$ cat config.mk
export PLATFORM = sky130hd
export DESIGN_NAME = conv1_c_accum_rmw_flat
export DESIGN_NICKNAME = d
export VERILOG_FILES = /design/src/rtl/backbone_pkg.sv /design/src/rtl/conv1_c_accum_rmw_if.sv /design/src/rtl/conv1_c_rmw_pipe.sv /design/src/rtl/conv1_c_accum_rmw.sv /design/src/flat_wrapper.sv
export SDC_FILE = /design/constraint.sdc
export NUM_CORES = 1
export LEC_CHECK = 0
export CAP_MARGIN = 10
export CELL_PAD_IN_SITES_DETAIL_PLACEMENT = 2
export CELL_PAD_IN_SITES_GLOBAL_PLACEMENT = 2
export CORE_MARGIN = 3
export CORE_UTILIZATION = 43
export CTS_BUF_LIST = sky130_fd_sc_hd__clkbuf_8
export DETAILED_ROUTE_END_ITERATION = 8
export DONT_BUFFER_PORTS = 1
export HOLD_SLACK_MARGIN = 0.15
export PLACE_DENSITY_LB_ADDON = 0.1
export SETUP_SLACK_MARGIN = 0.05
export SLEW_MARGIN = 20
export SYNTH_ARGS = -nofsm -noshare
export SYNTH_HDL_FRONTEND = slang
export SYNTH_HIERARCHICAL = 1
export SYNTH_SLANG_ARGS = --single-unit
$ cat constraint.sdc
create_clock -name clk -period 5.05 [get_ports clk]
set_input_delay 1.2625 -clock clk [delete_from_list [all_inputs] [get_ports clk]]
set_output_delay 1.2625 -clock clk [all_outputs]
set_load 0.01 [all_outputs]
$ cat src/rtl/backbone_pkg.sv
// Shared widths, clear-FSM encoding and the saturating adder used by the
// conv1 C-buffer accumulate path.
package backbone_pkg;

    localparam int ACC_W  = 32;
    localparam int PSUM_W = 24;
    localparam int ADDR_W = 32;
    localparam int SAT_W  = 64;

    typedef enum logic [1:0] {
        ST_IDLE  = 2'd0,
        ST_DRAIN = 2'd1,
        ST_CLR   = 2'd2
    } clr_state_e;

    // Adds two sign-extended operands and clamps to a w-bit signed range.
    function automatic logic [SAT_W-1:0] sat_add(
        input  logic [SAT_W-1:0] a,
        input  logic [SAT_W-1:0] b,
        input  int               w,
        output logic             sat
    );
        logic signed [SAT_W:0] s;
        logic signed [SAT_W:0] mx;
        logic signed [SAT_W:0] mn;
        logic signed [SAT_W:0] one;
        one = {{SAT_W{1'b0}}, 1'b1};
        s   = {a[SAT_W-1], a} + {b[SAT_W-1], b};
        mx  = (one <<< (w - 1)) - one;
        mn  = -mx - one;
        sat = 1'b0;
        if (s > mx) begin
            sat = 1'b1;
            s   = mx;
        end else if (s < mn) begin
            sat = 1'b1;
            s   = mn;
        end
        return s[SAT_W-1:0];
    endfunction

endpackage

$ cat src/rtl/conv1_c_accum_rmw_if.sv
// Update stream plus accumulator-BRAM port of the C-buffer read-modify-write block.
interface conv1_c_accum_rmw_if
    import backbone_pkg::*;
#(
    parameter int PS_W    = PSUM_W,
    parameter int ACC_W_P = ACC_W
) ();

    logic                      in_valid;
    logic                      in_ready;
    logic [ADDR_W-1:0]         in_addr;
    logic signed [PS_W-1:0]    in_data;
    logic                      in_first;

    logic                      rd_en;
    logic [ADDR_W-1:0]         rd_addr;
    logic signed [ACC_W_P-1:0] rd_data;
    logic                      rd_valid;

    logic                      wr_en;
    logic [ADDR_W-1:0]         wr_addr;
    logic signed [ACC_W_P-1:0] wr_data;
    logic                      clear_all;

    modport slave (
        input  in_valid, in_addr, in_data, in_first, rd_data, rd_valid,
        output in_ready, rd_en, rd_addr, wr_en, wr_addr, wr_data, clear_all
    );

    modport master (
        output in_valid, in_addr, in_data, in_first, rd_data, rd_valid,
        input  in_ready, rd_en, rd_addr, wr_en, wr_addr, wr_data, clear_all
    );

endinterface

$ cat src/rtl/conv1_c_rmw_pipe.sv
// Read-modify-write datapath: S1 (old value select + saturating add), W (write)
// and W_d (one-cycle echo of W that covers the BRAM read-during-write window).
module conv1_c_rmw_pipe
    import backbone_pkg::*;
#(
    parameter int ACC_W_P = ACC_W,
    parameter int PS_W    = PSUM_W
) (
    input  logic                      clk,
    input  logic                      rst_n,
    input  logic                      acc_vld_i,
    input  logic [ADDR_W-1:0]         acc_addr_i,
    input  logic signed [PS_W-1:0]    acc_data_i,
    input  logic                      acc_first_i,
    input  logic signed [ACC_W_P-1:0] rd_data_i,
    input  logic                      rd_valid_i,
    output logic                      wr_en_o,
    output logic [ADDR_W-1:0]         wr_addr_o,
    output logic signed [ACC_W_P-1:0] wr_data_o,
    output logic                      empty_o,
    output logic                      sat_o,
    output logic                      proto_o
);

    typedef struct packed {
        logic              vld;
        logic              first;
        logic [ADDR_W-1:0] addr;
        logic [PS_W-1:0]   data;
    } s1_t;

    typedef struct packed {
        logic               vld;
        logic [ADDR_W-1:0]  addr;
        logic [ACC_W_P-1:0] data;
    } w_t;

    s1_t                s1_q;
    w_t                 w_q;
    w_t                 wd_q;
    w_t                 w_d;
    logic [ACC_W_P-1:0] old_val;
    logic [ACC_W_P-1:0] base_val;
    logic [SAT_W-1:0]   sum_full;
    logic               sat;

    always_comb begin
        // Youngest in-flight result wins; BRAM data may predate the last two writes.
        if (w_q.vld && (w_q.addr == s1_q.addr)) begin
            old_val = w_q.data;
        end else if (wd_q.vld && (wd_q.addr == s1_q.addr)) begin
            old_val = wd_q.data;
        end else begin
            old_val = rd_data_i;
        end
        base_val = s1_q.first ? '0 : old_val;
        sat      = 1'b0;
        sum_full = sat_add({{(SAT_W-ACC_W_P){base_val[ACC_W_P-1]}}, base_val},
                           {{(SAT_W-PS_W){s1_q.data[PS_W-1]}}, s1_q.data},
                           ACC_W_P, sat);
        w_d.vld  = s1_q.vld;
        w_d.addr = s1_q.addr;
        w_d.data = sum_full[ACC_W_P-1:0];
    end

    always_ff @(posedge clk or negedge rst_n) begin
        if (!rst_n) begin
            s1_q <= '0;
            w_q  <= '0;
            wd_q <= '0;
        end else begin
            s1_q <= '{vld: acc_vld_i, first: acc_first_i, addr: acc_addr_i, data: acc_data_i};
            w_q  <= w_d;
            wd_q <= w_q;
        end
    end

    assign wr_en_o   = w_q.vld;
    assign wr_addr_o = w_q.addr;
    assign wr_data_o = w_q.data;
    assign empty_o   = !(s1_q.vld || w_q.vld || wd_q.vld);
    assign sat_o     = s1_q.vld && sat;
    assign proto_o   = s1_q.vld && !rd_valid_i;

endmodule

$ cat src/rtl/conv1_c_accum_rmw.sv
// C-buffer accumulator: one partial-sum update per cycle into BRAM, plus a
// drain-then-clear sequencer and sticky saturation / protocol flags.
module conv1_c_accum_rmw
    import backbone_pkg::*;
#(
    parameter int M_TOTAL = 56*56,
    parameter int N_TOTAL = 64,
    parameter int ACC_W_P = ACC_W,
    parameter int PS_W    = PSUM_W
) (
    input  logic                 clk,
    input  logic                 rst_n,
    input  logic                 clear_req,
    conv1_c_accum_rmw_if.slave   bus,
    output logic                 busy,
    output logic                 sat_flag,
    output logic                 proto_err
);

    // A misconfigured instance never accepts updates instead of corrupting data.
    localparam logic CFG_OK = (M_TOTAL * N_TOTAL > 0) && (PS_W <= ACC_W_P) && (ACC_W_P < SAT_W);

    clr_state_e state_q;
    logic       clear_all_q;
    logic       rdy_q;
    logic       sat_q;
    logic       proto_q;
    logic       pipe_empty;
    logic       sat_pulse;
    logic       proto_pulse;

    assign bus.in_ready  = CFG_OK && rdy_q && (state_q == ST_IDLE) && !clear_req;
    assign bus.rd_en     = bus.in_valid && bus.in_ready;
    assign bus.rd_addr   = bus.in_addr;
    assign bus.clear_all = clear_all_q;
    assign busy          = !pipe_empty || (state_q != ST_IDLE);
    assign sat_flag      = sat_q;
    assign proto_err     = proto_q;

    conv1_c_rmw_pipe #(
        .ACC_W_P (ACC_W_P),
        .PS_W    (PS_W)
    ) u_pipe (
        .clk         (clk),
        .rst_n       (rst_n),
        .acc_vld_i   (bus.rd_en),
        .acc_addr_i  (bus.in_addr),
        .acc_data_i  (bus.in_data),
        .acc_first_i (bus.in_first),
        .rd_data_i   (bus.rd_data),
        .rd_valid_i  (bus.rd_valid),
        .wr_en_o     (bus.wr_en),
        .wr_addr_o   (bus.wr_addr),
        .wr_data_o   (bus.wr_data),
        .empty_o     (pipe_empty),
        .sat_o       (sat_pulse),
        .proto_o     (proto_pulse)
    );

    always_ff @(posedge clk or negedge rst_n) begin
        if (!rst_n) begin
            state_q     <= ST_IDLE;
            clear_all_q <= 1'b0;
            rdy_q       <= 1'b0;
            sat_q       <= 1'b0;
            proto_q     <= 1'b0;
        end else begin
            rdy_q <= 1'b1;
            case (state_q)
                ST_IDLE: begin
                    clear_all_q <= 1'b0;
                    if (clear_req) state_q <= ST_DRAIN;
                end
                ST_DRAIN: begin
                    if (pipe_empty) begin
                        state_q     <= ST_CLR;
                        clear_all_q <= 1'b1;
                    end
                end
                ST_CLR: begin
                    state_q     <= ST_IDLE;
                    clear_all_q <= 1'b0;
                end
                default: begin
                    state_q     <= ST_IDLE;
                    clear_all_q <= 1'b0;
                end
            endcase
            // The buffer is empty once clear_all has been seen, so the flags restart too.
            if (clear_all_q) begin
                sat_q   <= 1'b0;
                proto_q <= 1'b0;
            end else begin
                sat_q   <= sat_q | sat_pulse;
                proto_q <= proto_q | proto_pulse;
            end
        end
    end

endmodule

$ cat src/flat_wrapper.sv
// flat-port wrapper written by rule: the top's interface ports become plain ports
module conv1_c_accum_rmw_flat import backbone_pkg::*;
#(
    parameter int M_TOTAL = 56*56,
    parameter int N_TOTAL = 64,
    parameter int ACC_W_P = ACC_W,
    parameter int PS_W    = PSUM_W
)
  (clk, rst_n, clear_req, busy, sat_flag, proto_err, bus_in_valid, bus_in_addr, bus_in_data, bus_in_first, bus_rd_data, bus_rd_valid, bus_in_ready, bus_rd_en, bus_rd_addr, bus_wr_en, bus_wr_addr, bus_wr_data, bus_clear_all);
  conv1_c_accum_rmw_if #(.PS_W(PS_W), .ACC_W_P(ACC_W_P)) bus_i ();
  input  logic clk;
  input  logic rst_n;
  input  logic clear_req;
  output logic busy;
  output logic sat_flag;
  output logic proto_err;
  input wire logic [$bits(bus_i.in_valid)-1:0] bus_in_valid;
  input wire logic [$bits(bus_i.in_addr)-1:0] bus_in_addr;
  input wire logic [$bits(bus_i.in_data)-1:0] bus_in_data;
  input wire logic [$bits(bus_i.in_first)-1:0] bus_in_first;
  input wire logic [$bits(bus_i.rd_data)-1:0] bus_rd_data;
  input wire logic [$bits(bus_i.rd_valid)-1:0] bus_rd_valid;
  output wire logic [$bits(bus_i.in_ready)-1:0] bus_in_ready;
  output wire logic [$bits(bus_i.rd_en)-1:0] bus_rd_en;
  output wire logic [$bits(bus_i.rd_addr)-1:0] bus_rd_addr;
  output wire logic [$bits(bus_i.wr_en)-1:0] bus_wr_en;
  output wire logic [$bits(bus_i.wr_addr)-1:0] bus_wr_addr;
  output wire logic [$bits(bus_i.wr_data)-1:0] bus_wr_data;
  output wire logic [$bits(bus_i.clear_all)-1:0] bus_clear_all;
  assign bus_i.in_valid = bus_in_valid;
  assign bus_i.in_addr = bus_in_addr;
  assign bus_i.in_data = bus_in_data;
  assign bus_i.in_first = bus_in_first;
  assign bus_i.rd_data = bus_rd_data;
  assign bus_i.rd_valid = bus_rd_valid;
  assign bus_in_ready = bus_i.in_ready;
  assign bus_rd_en = bus_i.rd_en;
  assign bus_rd_addr = bus_i.rd_addr;
  assign bus_wr_en = bus_i.wr_en;
  assign bus_wr_addr = bus_i.wr_addr;
  assign bus_wr_data = bus_i.wr_data;
  assign bus_clear_all = bus_i.clear_all;
  conv1_c_accum_rmw #(.M_TOTAL(M_TOTAL), .N_TOTAL(N_TOTAL), .ACC_W_P(ACC_W_P), .PS_W(PS_W)) u_core (.clk(clk), .rst_n(rst_n), .clear_req(clear_req), .bus(bus_i), .busy(busy), .sat_flag(sat_flag), .proto_err(proto_err));
endmodule
# [Word level (Yosys, flattened, before mapping)]
# Index checks and enable logic that the tools add are counted.
# Widths: inputs -> output; s select.
[classes] n_addsub=1 n_mul=0 n_div=0 order_cmp=2 eq_ne=5 shift=0 muxes=14 bitwise=2 reduce_logical=15
[ops] cell="$mux 32" n=5
[ops] cell="$eq 32x32->1" n=2
[ops] cell="$add 32x24->33" n=1
[ops] cell="$gt 33x32->1 const B" n=1
[ops] cell="$lt 33x32->1 const B" n=1
[ops] cell="$logic_and 1x1->1" n=7
[ops] cell="$mux 1" n=6
[ops] cell="$mux 2" n=2
[ops] cell="$ne 2x2->1 const B" n=2
[ops] cell="$pmux 2 s2" n=1
[ops] cell="$logic_or 1x1->1" n=3
[ops] cell="$eq 2x1->1 const B" n=1
[ops] cell="$logic_not 1->1" n=2
[ops] cell="$logic_not 2->1" n=1
[ops] cell="$or 1x1->1" n=2
[ops] cell="$reduce_and 2->1" n=1
[ops] cell="$reduce_bool 2->1" n=1
[word_totals] regBits=194 latch_bits=0 mem_bits_rw=0 rom_bits=0 input_bits=94 output_inout_bits=103 word_cells=54 memories=0

# [Logic depth before layout (Yosys ltp)]
# Gate-level depths: netlist of the first run.
[logic_depth] word_depth=12 depth_mapped=22 ltp_nobuf=20

# [By module]
# The synthesis of the first run kept the hierarchy.
[by_module_without_submodules] module="conv1_c_rmw_pipe" instances=1 cells_per_inst=700 area_each_um2=8466.9 seq_area_each_um2=4704.5
[by_module_without_submodules] module="conv1_c_accum_rmw" instances=1 cells_per_inst=53 area_each_um2=476.7 seq_area_each_um2=150.1

# [Least setup slack after synthesis of the first run]
# No wires, ideal clock.
[synth_path] path_kind="register -> register" startpoint="reg u_core.u_pipe.w_q (netlist bit u_core/u_pipe/wr_addr_o[7])" endpoint="reg u_core.sat_q, in the netlist u_core/sat_flag" setup_ps=72 t_arrival_ps=4225 t_required_ps=4978 setup_slack_ps=754 stages_incl_launch_ff=23 path_buffers=3 period_less_slack_ps=4296 cell_sequence="dfrtp_1 > xnor2_1 > nand4_1 > nor4_1 > nand4_1 > or4_1 > buf_6 > buf_6 > a211oi_2 > ha_1 > inv_1 > fa_1 > nand2b_1 > a21oi_1 > o21ai_1 > o21ai_1 > a311oi_2 > nor2_2 > nand2_1 > buf_2 > a21boi_1 > nor2_1 > nor2_1"
[synth_between] elab_chain_len=11 elab_cells_between_ends=12 cone_classes="1 x add/sub; 2 x order compare; 1 x eq/ne; 5 x mux; 1 x bitwise; 2 x reduce/logical"
[synth_lines] element="start: declaration" line_no="conv1_c_rmw_pipe.sv:39" source="w_t w_q;"
[synth_lines] element="start signal: assignment" line_no="conv1_c_rmw_pipe.sv:73" source="w_q <= w_d;"
[synth_lines] element="$eq 32x32->1 *" line_no="conv1_c_rmw_pipe.sv:49" source="if (w_q.vld && (w_q.addr == s1_q.addr)) begin"
[synth_lines] element="$logic_and 1x1->1 *" line_no="conv1_c_rmw_pipe.sv:49"
[synth_lines] element="$mux 32 *" line_no="conv1_c_rmw_pipe.sv:49"
[synth_lines] element="$mux 32 *" line_no="conv1_c_rmw_pipe.sv:56" source="base_val = s1_q.first ? '0 : old_val;"
[synth_lines] element="$add 32x24->33 *" line_no="backbone_pkg.sv:28" source="s = {a[SAT_W-1], a} + {b[SAT_W-1], b};"
[synth_lines] element="$lt 33x32->1" line_no="backbone_pkg.sv:35" source="end else if (s < mn) begin"
[synth_lines] element="$mux 1" line_no="backbone_pkg.sv:35"
[synth_lines] element="$mux 1 *" line_no="backbone_pkg.sv:32" source="if (s > mx) begin"
[synth_lines] element="$logic_and 1x1->1 *" line_no="conv1_c_rmw_pipe.sv:82" source="assign sat_o = s1_q.vld && sat;"
[synth_lines] element="named net u_core.sat_pulse" line_no="conv1_c_accum_rmw.sv:29" source="logic sat_pulse;"
[synth_lines] element="$or 1x1->1 *" line_no="conv1_c_accum_rmw.sv:94" source="sat_q <= sat_q | sat_pulse;"
[synth_lines] element="$mux 1 *" line_no="conv1_c_accum_rmw.sv:90" source="if (clear_all_q) begin"
[synth_lines] element="end signal: assignment" line_no="conv1_c_accum_rmw.sv:94"
[synth_lines] element="end: declaration" line_no="conv1_c_accum_rmw.sv:26" source="logic sat_q;"
# The timed path passes the listed nets; every way through them passes the cells marked *.
# A chain may end at the register's enable or synchronous reset.

# [Worst setup path in the final report of the first run]
[layout_path] startpoint="reg u_core/u_pipe/s1_q[45] (netlist bit)" endpoint="reg u_core.u_pipe.w_q (netlist bit u_core/u_pipe/wr_data_o[28])"
[layout_between] elab_chain_len=9 elab_cells_between_ends=12 cone_classes="1 x add/sub; 2 x order compare; 2 x eq/ne; 5 x mux; 2 x reduce/logical"
[layout_lines] element="start: declaration" line_no="conv1_c_rmw_pipe.sv:38" source="s1_t s1_q;"
[layout_lines] element="start signal: assignment" line_no="conv1_c_rmw_pipe.sv:72" source="s1_q <= '{vld: acc_vld_i, first: acc_first_i, addr: acc_addr_i, data: acc_data_i};"
[layout_lines] element="$eq 32x32->1" line_no="conv1_c_rmw_pipe.sv:51" source="end else if (wd_q.vld && (wd_q.addr == s1_q.addr)) begin"
[layout_lines] element="$logic_and 1x1->1" line_no="conv1_c_rmw_pipe.sv:51"
[layout_lines] element="$mux 32" line_no="conv1_c_rmw_pipe.sv:51"
[layout_lines] element="$mux 32 *" line_no="conv1_c_rmw_pipe.sv:49"
[layout_lines] element="$mux 32 *" line_no="conv1_c_rmw_pipe.sv:56"
[layout_lines] element="$add 32x24->33 *" line_no="backbone_pkg.sv:28"
[layout_lines] element="$lt 33x32->1" line_no="backbone_pkg.sv:35"
[layout_lines] element="$mux 32" line_no="backbone_pkg.sv:35"
[layout_lines] element="$mux 32 *" line_no="backbone_pkg.sv:32"
[layout_lines] element="named net u_core.u_pipe.sum_full[28]" line_no="conv1_c_rmw_pipe.sv:44" source="logic [SAT_W-1:0] sum_full;"
# Marked as above.

==> results of run 1 <==
[flip-flops by register name, summed over array words and instances (netlist names)]
signal                   flops
u_core/u_pipe/wd_q          65
u_core/bus.clear_all         1
u_core/sat_flag              1
u_core/state_q               2
u_core/proto_err             1
u_core/u_pipe/wr_addr_o     32
u_core/u_pipe/s1_q          58
u_core/u_pipe/wr_en_o        1
u_core/u_pipe/wr_data_o     32
u_core/rdy_q                 1
[cell families (layout without fill, tap and decap cells)]
kind of cell               Yosys count  count (layout)
AOI/OAI and AO/OA                  168             168
xor gates and xnor gates            87              87
adders and majority gates           35              35
buffers and inverters               77              95
DFF                                194             194
muxes                               33              33
other                                1               2
and+or+nand+nor                    158             158
[what timing repair did]
action / CTS / global route
pin swaps: 0 / 8
gates cloned: 0 / 0
endpoints found under the setup margin: 32 / 32
gates resized for setup: 8 / 20
buffers inserted: 0 / 2
[stage by stage]
stage / worst slack [ns] / instances / cell area, sq um
floorplan: 0.754 / 753 / 8940
global placement: 0.0711 / 1007 / 9210
detailed placement: -0.128 / 1007 / 9210
CTS: 0.103 / 1039 / 9720
global route: 0.0450 / 1041 / 9820
finish: 0.317 / 1042 / 9820
[cell usage after synthesis (9+ instances only)]
cell | n | share of area [%]
o21ai_1 | 20 | 1.1
a21oi_1 | 40 | 2.2
nand2_1 | 30 | 1.3
nor2_1 | 49 | 2.1
inv_1 | 12 | 0.50
dfrtp_1 | 194 | 54
o21ai_0 | 21 | 1.2
buf_6 | 9 | 1.1
a211oi_2 | 31 | 4.3
nand4_1 | 22 | 1.5
buf_2 | 14 | 0.78
xnor2_1 | 68 | 6.7
buf_4 | 33 | 2.8
mux2i_1 | 33 | 3.7
xor2_1 | 19 | 1.9
nand3_1 | 10 | 0.56
ha_1 | 32 | 4.5
a21o_1 | 17 | 1.4
[critical path, delay by kind of cell, from the launching register on]
kind | cells | cell delay, ns
adder cells (fa/ha/maj) | 1 | 0.38
buffers and inverters | 2 | 0.54
AND/OR/NAND/NOR | 5 | 1.17
multiplexers | 1 | 0.18
XOR/XNOR | 1 | 0.42
AO/OA/AOI/OAI | 7 | 1.45
flip-flops | 1 | 0.44
[layer usage]
metal  vias up  global-route usage [%]  wire (microns)
li1       2626                       -               -
met1      2958                    25.7            9670
met2       155                    38.2           12300
met3        26                    6.47            1550
met4         0                    5.90             385
met5         -                       0               0
[area by class of cell]
type / instances / area, sq um / share of cell area (%)
Sequential cell: 194 / 4860 / 49.5
Timing Repair Buffer: 51 / 403 / 4.10
Clock buffer: 17 / 234 / 2.38
Multi-Input combinational cell: 482 / 3710 / 37.8
Tap cell: 270 / 338 / 3.44
Inverter: 12 / 45.0 / 0.459
Antenna cell: 1 / 2.50 / 0.0255
Clock inverter: 15 / 225 / 2.29
[power by group through the flow]
stage | logic, mW | registers [mW] | clock network [mW]
2_1_floorplan | 0.390 | 1.96 | 0
3_3_place_gp | 0.495 | 2.03 | 0
3_5_place_dp | 0.519 | 2.05 | 0
4_1_cts | 0.531 | 2.02 | 1.16
5_1_grt | 0.600 | 2.05 | 1.22
6_report | 0.541 | 2.01 | 1.12
[path summary, 6_finish.rpt]
check / end
max in group asynchronous: u_core/u_pipe/s1_q[56]
hold reg to reg: u_core/u_pipe/wr_addr_o[0]
min in group asynchronous: u_core/u_pipe/wr_data_o[4]
setup reg to reg: u_core/u_pipe/wr_data_o[28]
hold / removal: u_core/u_pipe/wr_addr_o[0]
setup / recovery: u_core/u_pipe/wr_data_o[28]
==> run metrics, run 1 <==
status complete, no violations; Synth Area in Adders under 10%; Worst Hold Depth 0; PwrDens about 370 nW/um^2; FP Rows between 50 and 60; drt pass-1 iters 4; hold_ws roughly 0.45 ns; die width between 150 and 200 microns; Net Switching around 1.2 mW; Post-Syn Area a little under 9000 sq um; share of cells above drive strength 1 about 20%; fin util between 40% and 50%; Tmin final around 4.7 ns; DR vias/cell 5.53; number of hold violations in the final report 0; Rel. slew slack approximately 28%; post-synthesis sequential area ratio a little over half; crit-path max cell delay about 0.44 ns; Core ar. ~20000 sq um; Wirelength per Cell 22.9 microns; first-pass GRT wire length between 30 and 40 mm; most frequent cells in the layout 191 x dfrtp_1, 68 x xnor2_1, 49 x nor2_1; Post-route DRC 0; largest family of logic cells by synthesized area compound AO/OA/AOI/OAI gates; arrival time worst endpoint about 5.1 ns; switching share of power between 30% and 40%; commonest non-fill, non-tap cell in the layout dfrtp_1; crit path max fanout 16; final wirelength between 20 and 25 mm; FILL cells around 2k; Compound-Gate Fraction of Synth Area roughly 14%; Die Span Y 150 microns; clk slew on worst S/H paths between 0.1 and 0.15 ns; Iter 0 DRT Violations 165; CP cell instances xnor2_1 > nand4_1 > nor3_1 > nand4_1 > buf_4 > mux2i_1 > a211oi_2 > ha_2 > a21o_1 > a21o_1 > a21oi_1 > o21ai_1 > a311oi_2 > nor2_2 > nor2_4 > buf_4 > o21ai_1; Post-synth EDFFs 0; syn_nets approximately 900; antenna viol nets, final 0; area grow syn2layout 9.78%; maximum VDD drop roughly 200 uV; initial antenna violation count 1; yosys warns 6; placer congestion estimate about 0.86; largest net degree at the start of global routing just under 200; Comb pwr share between 10% and 20%; Final Max Tran Viols 0; io pins between 150 and 200; Max Cap Viol 0; GRT overflow 0; CP required 5.41 ns; TritonCTS buffer count 17; Worst Tran Pin Value 1.08 ns; FF-to-FF Start u_core/u_pipe/s1_q[45]; LEAKAGE about 4.4 nW; Int Pwr around 2.4 mW; Mean Syn Cell Area 11.9 sq um; crit start category flop; die area 22600 sq um; vias in the first global route between 6k and 7k; Synth Register Bits about 190; XOR/XNOR Fraction of Synth Area 8.52%; clk_skew around 0.022 ns; Root Buffer clkbuf_8; Critical Path Start u_core/u_pipe/s1_q[45]; Synth cell types 64; DP HPWL about 18 mm; top_reg_cell synth dfrtp_1; CP max-delay cell dfrtp_1; reg2reg path depth 17; clk buf depth 2; portion of netlist area occupied by mux cells approximately 3.7%; PortBufs 0; TritonCTS clock tree done; CTS Hold Buffers Added 0; fin crit share a little over nine tenths; # H-tree levels 4; worst hold path class reg -> reg; total number of vias around 5.8k; worst hold path startpoint u_core/u_pipe/s1_q[24]; # setup viols final 0; gr usage total a little over a fifth; fmax between 200 and 250 MHz; Clk Latency, worst-skew pair 0.48 ns; RSZ-0062 raised after global routing no; Synth Instances 753; Async SR Flop Fraction 100%; Worst R2R Setup Slack around 0.32 ns; Tot Pwr 3.67 mW; number of nets in the layout ~890; sequential power share 54.7%; CTS Sinks between 150 and 200; post-synthesis simple-gate area fraction a little under a tenth; Worst Setup End Kind flop; critical path class reg -> reg; clock share of power a little under a third; setup_tns 0 ns; Initial Util 43.9%
Note: power is estimated with default switching activity, not from simulation.
==> run 2, diff against run 1 <==
Settings changed: CORE_UTILIZATION 43 to 46, CTS_CLUSTER_SIZE set to 25.
Clock period 5.05 ns to 5.7 ns, I/O delays scaled along.
==> run 2 against run 1 <==
  * Highest routed layer is now met5
  * Global-route usage up 0.33 points
  * Utilization grew 1.7 points
  * Critical endpoint is now u_core/u_pipe/wr_data_o[3]
  * Worst hold slack improved by 0.010 ns
  * Largest power group unchanged
  * Wire length decreased by 4.3%
==> run metrics, run 2 (same netlist as run 1, synthesis figures left out) <==
FF-to-FF Start u_core/u_pipe/wr_addr_o[16] (was u_core/u_pipe/s1_q[45]); DR vias/cell 5.66 (was 5.53); Root Buffer clkbuf_8 (unchanged); die width 145 microns (was 150 microns); Tot Pwr 3.17 mW (was 3.67 mW); Wirelength per Cell 23.1 microns (was 22.9 microns); most frequent cells in the layout 193 x dfrtp_1, 66 x xnor2_1, 49 x nor2_1 (was 191 x dfrtp_1, 68 x xnor2_1, 49 x nor2_1); Iter 0 DRT Violations 206 (was 165); total number of vias 5609 (was 5765); CP required 6.05 ns (was 5.41 ns); DP HPWL 16.8 mm (was 17.5 mm); reg2reg path depth 18 (was 17); fin crit share 92.8% (was 93.7%); worst hold path class reg -> reg (unchanged); number of nets in the layout 845 (was 885); critical path class reg -> reg (unchanged); Rel. slew slack 32.6% (was 28.3%); Tmin final 5.29 ns (was 4.73 ns); maximum VDD drop 230 uV (was 202 uV); share of cells above drive strength 1 13.7% (was 19.7%); drt pass-1 iters 4 (unchanged); arrival time worst endpoint 5.64 ns (was 5.09 ns); initial antenna violation count 1 (unchanged); clk_skew 0.0225 ns (was 0.0222 ns); Worst Setup End Kind flop (unchanged); TritonCTS buffer count 17 (unchanged); Final Max Tran Viols 0 (unchanged); crit path max fanout 14 (was 16); # setup viols final 0 (unchanged); fmax 189 MHz (was 211 MHz); clk slew on worst S/H paths 0.12 ns (about the same); PortBufs 0 (unchanged); FP Rows 50 (was 52); clk buf depth 2 (unchanged); Die Span Y 145 microns (was 150 microns); Ant. Diodes 0 (was 1); gr usage total 22.0% (was 21.6%); max reg flops 65 (unchanged); CTS Sinks 194 (unchanged); first-pass GRT wire length 36.8 mm (was 37.4 mm); placer congestion estimate 0.867 (was 0.863); vias in the first global route 6421 (was 6615); final wirelength 22.9 mm (was 23.9 mm); PwrDens 336 nW/um^2 (was 374 nW/um^2); die area 21200 sq um (was 22600 sq um); largest net degree at the start of global routing 195 (unchanged); LEAKAGE 4.21 nW (was 4.38 nW); area grow syn2layout 5.40% (was 9.78%); Max Cap Viol 0 (unchanged); RSZ-0062 raised after global routing no (unchanged); largest registers u_core/u_pipe/wd_q (65), u_core/u_pipe/s1_q (58) (unchanged); Core ar. 18900 sq um (was 20400 sq um); commonest non-fill, non-tap cell in the layout dfrtp_1 (unchanged); Worst Hold Depth 0 (unchanged); status complete, no violations (unchanged); number of hold violations in the final report 0 (unchanged); worst hold path startpoint u_core/u_pipe/s1_q[27] (was u_core/u_pipe/s1_q[24]); Worst Hold End u_core/u_pipe/wr_addr_o[3] (was u_core/u_pipe/wr_addr_o[0]); GRT overflow 0 (unchanged); Worst Tran Pin Value 1.01 ns (was 1.08 ns); Worst R2R Setup Slack 0.41 ns (was 0.32 ns); Initial Util 47.3% (was 43.9%); Post-route DRC 0 (unchanged); CTS Hold Buffers Added 0 (unchanged); io pins 197 (unchanged); setup_tns 0 ns (unchanged); Most flops, register u_core/u_pipe/wd_q (unchanged); FF-to-FF End u_core/u_pipe/wr_data_o[3] (was u_core/u_pipe/wr_data_o[28]); TritonCTS clock tree done (unchanged); crit start category flop (unchanged); antenna viol nets, final 0 (unchanged); Clk Latency, worst-skew pair 0.48 ns (about the same); # H-tree levels 4 (unchanged)
run 2: cell count changes in the layout (fill, tap and decap cells not counted), moves of 3 or more:
cell,delta
ha_2,-6
ha_1,+9
buf_4,-39
a21oi_2,-3
a21oi_1,+4
ha_4,-3
inv_12,-4
run 2: worst max path at each step:
stage                                            from                          to  slack [ns]  cells after the start
after global routing      u_core/u_pipe/wr_addr_o[16]  u_core/u_pipe/wr_data_o[3]        0.03                     18
final                     u_core/u_pipe/wr_addr_o[16]  u_core/u_pipe/wr_data_o[3]        0.41                     18
after detailed placement  u_core/u_pipe/wr_addr_o[22]  u_core/u_pipe/wr_data_o[6]        0.17                     18
after CTS                 u_core/u_pipe/wr_addr_o[16]  u_core/u_pipe/wr_data_o[3]        0.12                     18
after floorplan            u_core/u_pipe/wr_addr_o[7]             u_core/sat_flag        1.40                     22
after global placement    u_core/u_pipe/wr_addr_o[12]  u_core/u_pipe/wr_data_o[7]        0.57                     19
run 2: where the power goes:
group / switching (mW) / internal [mW] / total, mW
sequential: 0.209 / 1.57 / 1.78
clock: 0.605 / 0.355 / 0.960
combinational: 0.243 / 0.185 / 0.429
total: 1.06 / 2.11 / 3.17
run 2: what timing repair did:
item                       CTS  global route
resized for setup            3             7
pin swaps                    0             1
setup endpoints to repair   26            30
buffers inserted             0             1
run 2: area by class of cell:
cell class	instances	area, sq um
Fill cell	1885	9470
Inverter	12	45.0
Clock buffer	17	234
Multi-Input combinational cell	482	3640
Clock inverter	15	214
Timing Repair Buffer	11	108
Sequential cell	194	4860
Tap cell	260	325
run 2: through the flow:
| stage | worst slack, ns | instance area [sq um] | hold WS, ns | util [%] | instances |
|---|---|---|---|---|---|
| after floorplan | 1.40 | 8940 | 0.382 | - | 753 |
| after global placement | 0.565 | 8900 | 0.411 | 47.1 | 958 |
| after detailed placement | 0.171 | 8900 | 0.429 | 47.1 | 958 |
| after CTS | 0.118 | 9370 | 0.459 | 49.6 | 990 |
| after global routing | 0.0299 | 9430 | 0.476 | 49.9 | 991 |
| final | 0.411 | 9430 | 0.456 | 49.9 | 991 |
run 2: metal layers:
layer,track usage (%),up-vias,part of all wire [%]
li1,-,2547,-
met1,25.3,2879,39
met2,39.3,156,53
met3,7.35,25,6.6
met4,5.98,2,1.6
met5,0,-,0.057
run 2: critical path: stages, from the launching register on:
cell       delay, ns
dfrtp_1         0.49
xnor2_2         0.26
nand4_1         0.19
nor4_1          0.34
nand4_1         0.17
or4_2           0.78
buf_4           0.25
o21ai_1         0.26
nor2_1          0.11
ha_1            0.37
a211oi_2        0.31
o21ai_2         0.16
o2111ai_1       0.33
a31oi_2         0.20
o221ai_2        0.30
nor2_4          0.10
nand2_2         0.19
buf_4           0.22
o21ai_0         0.12
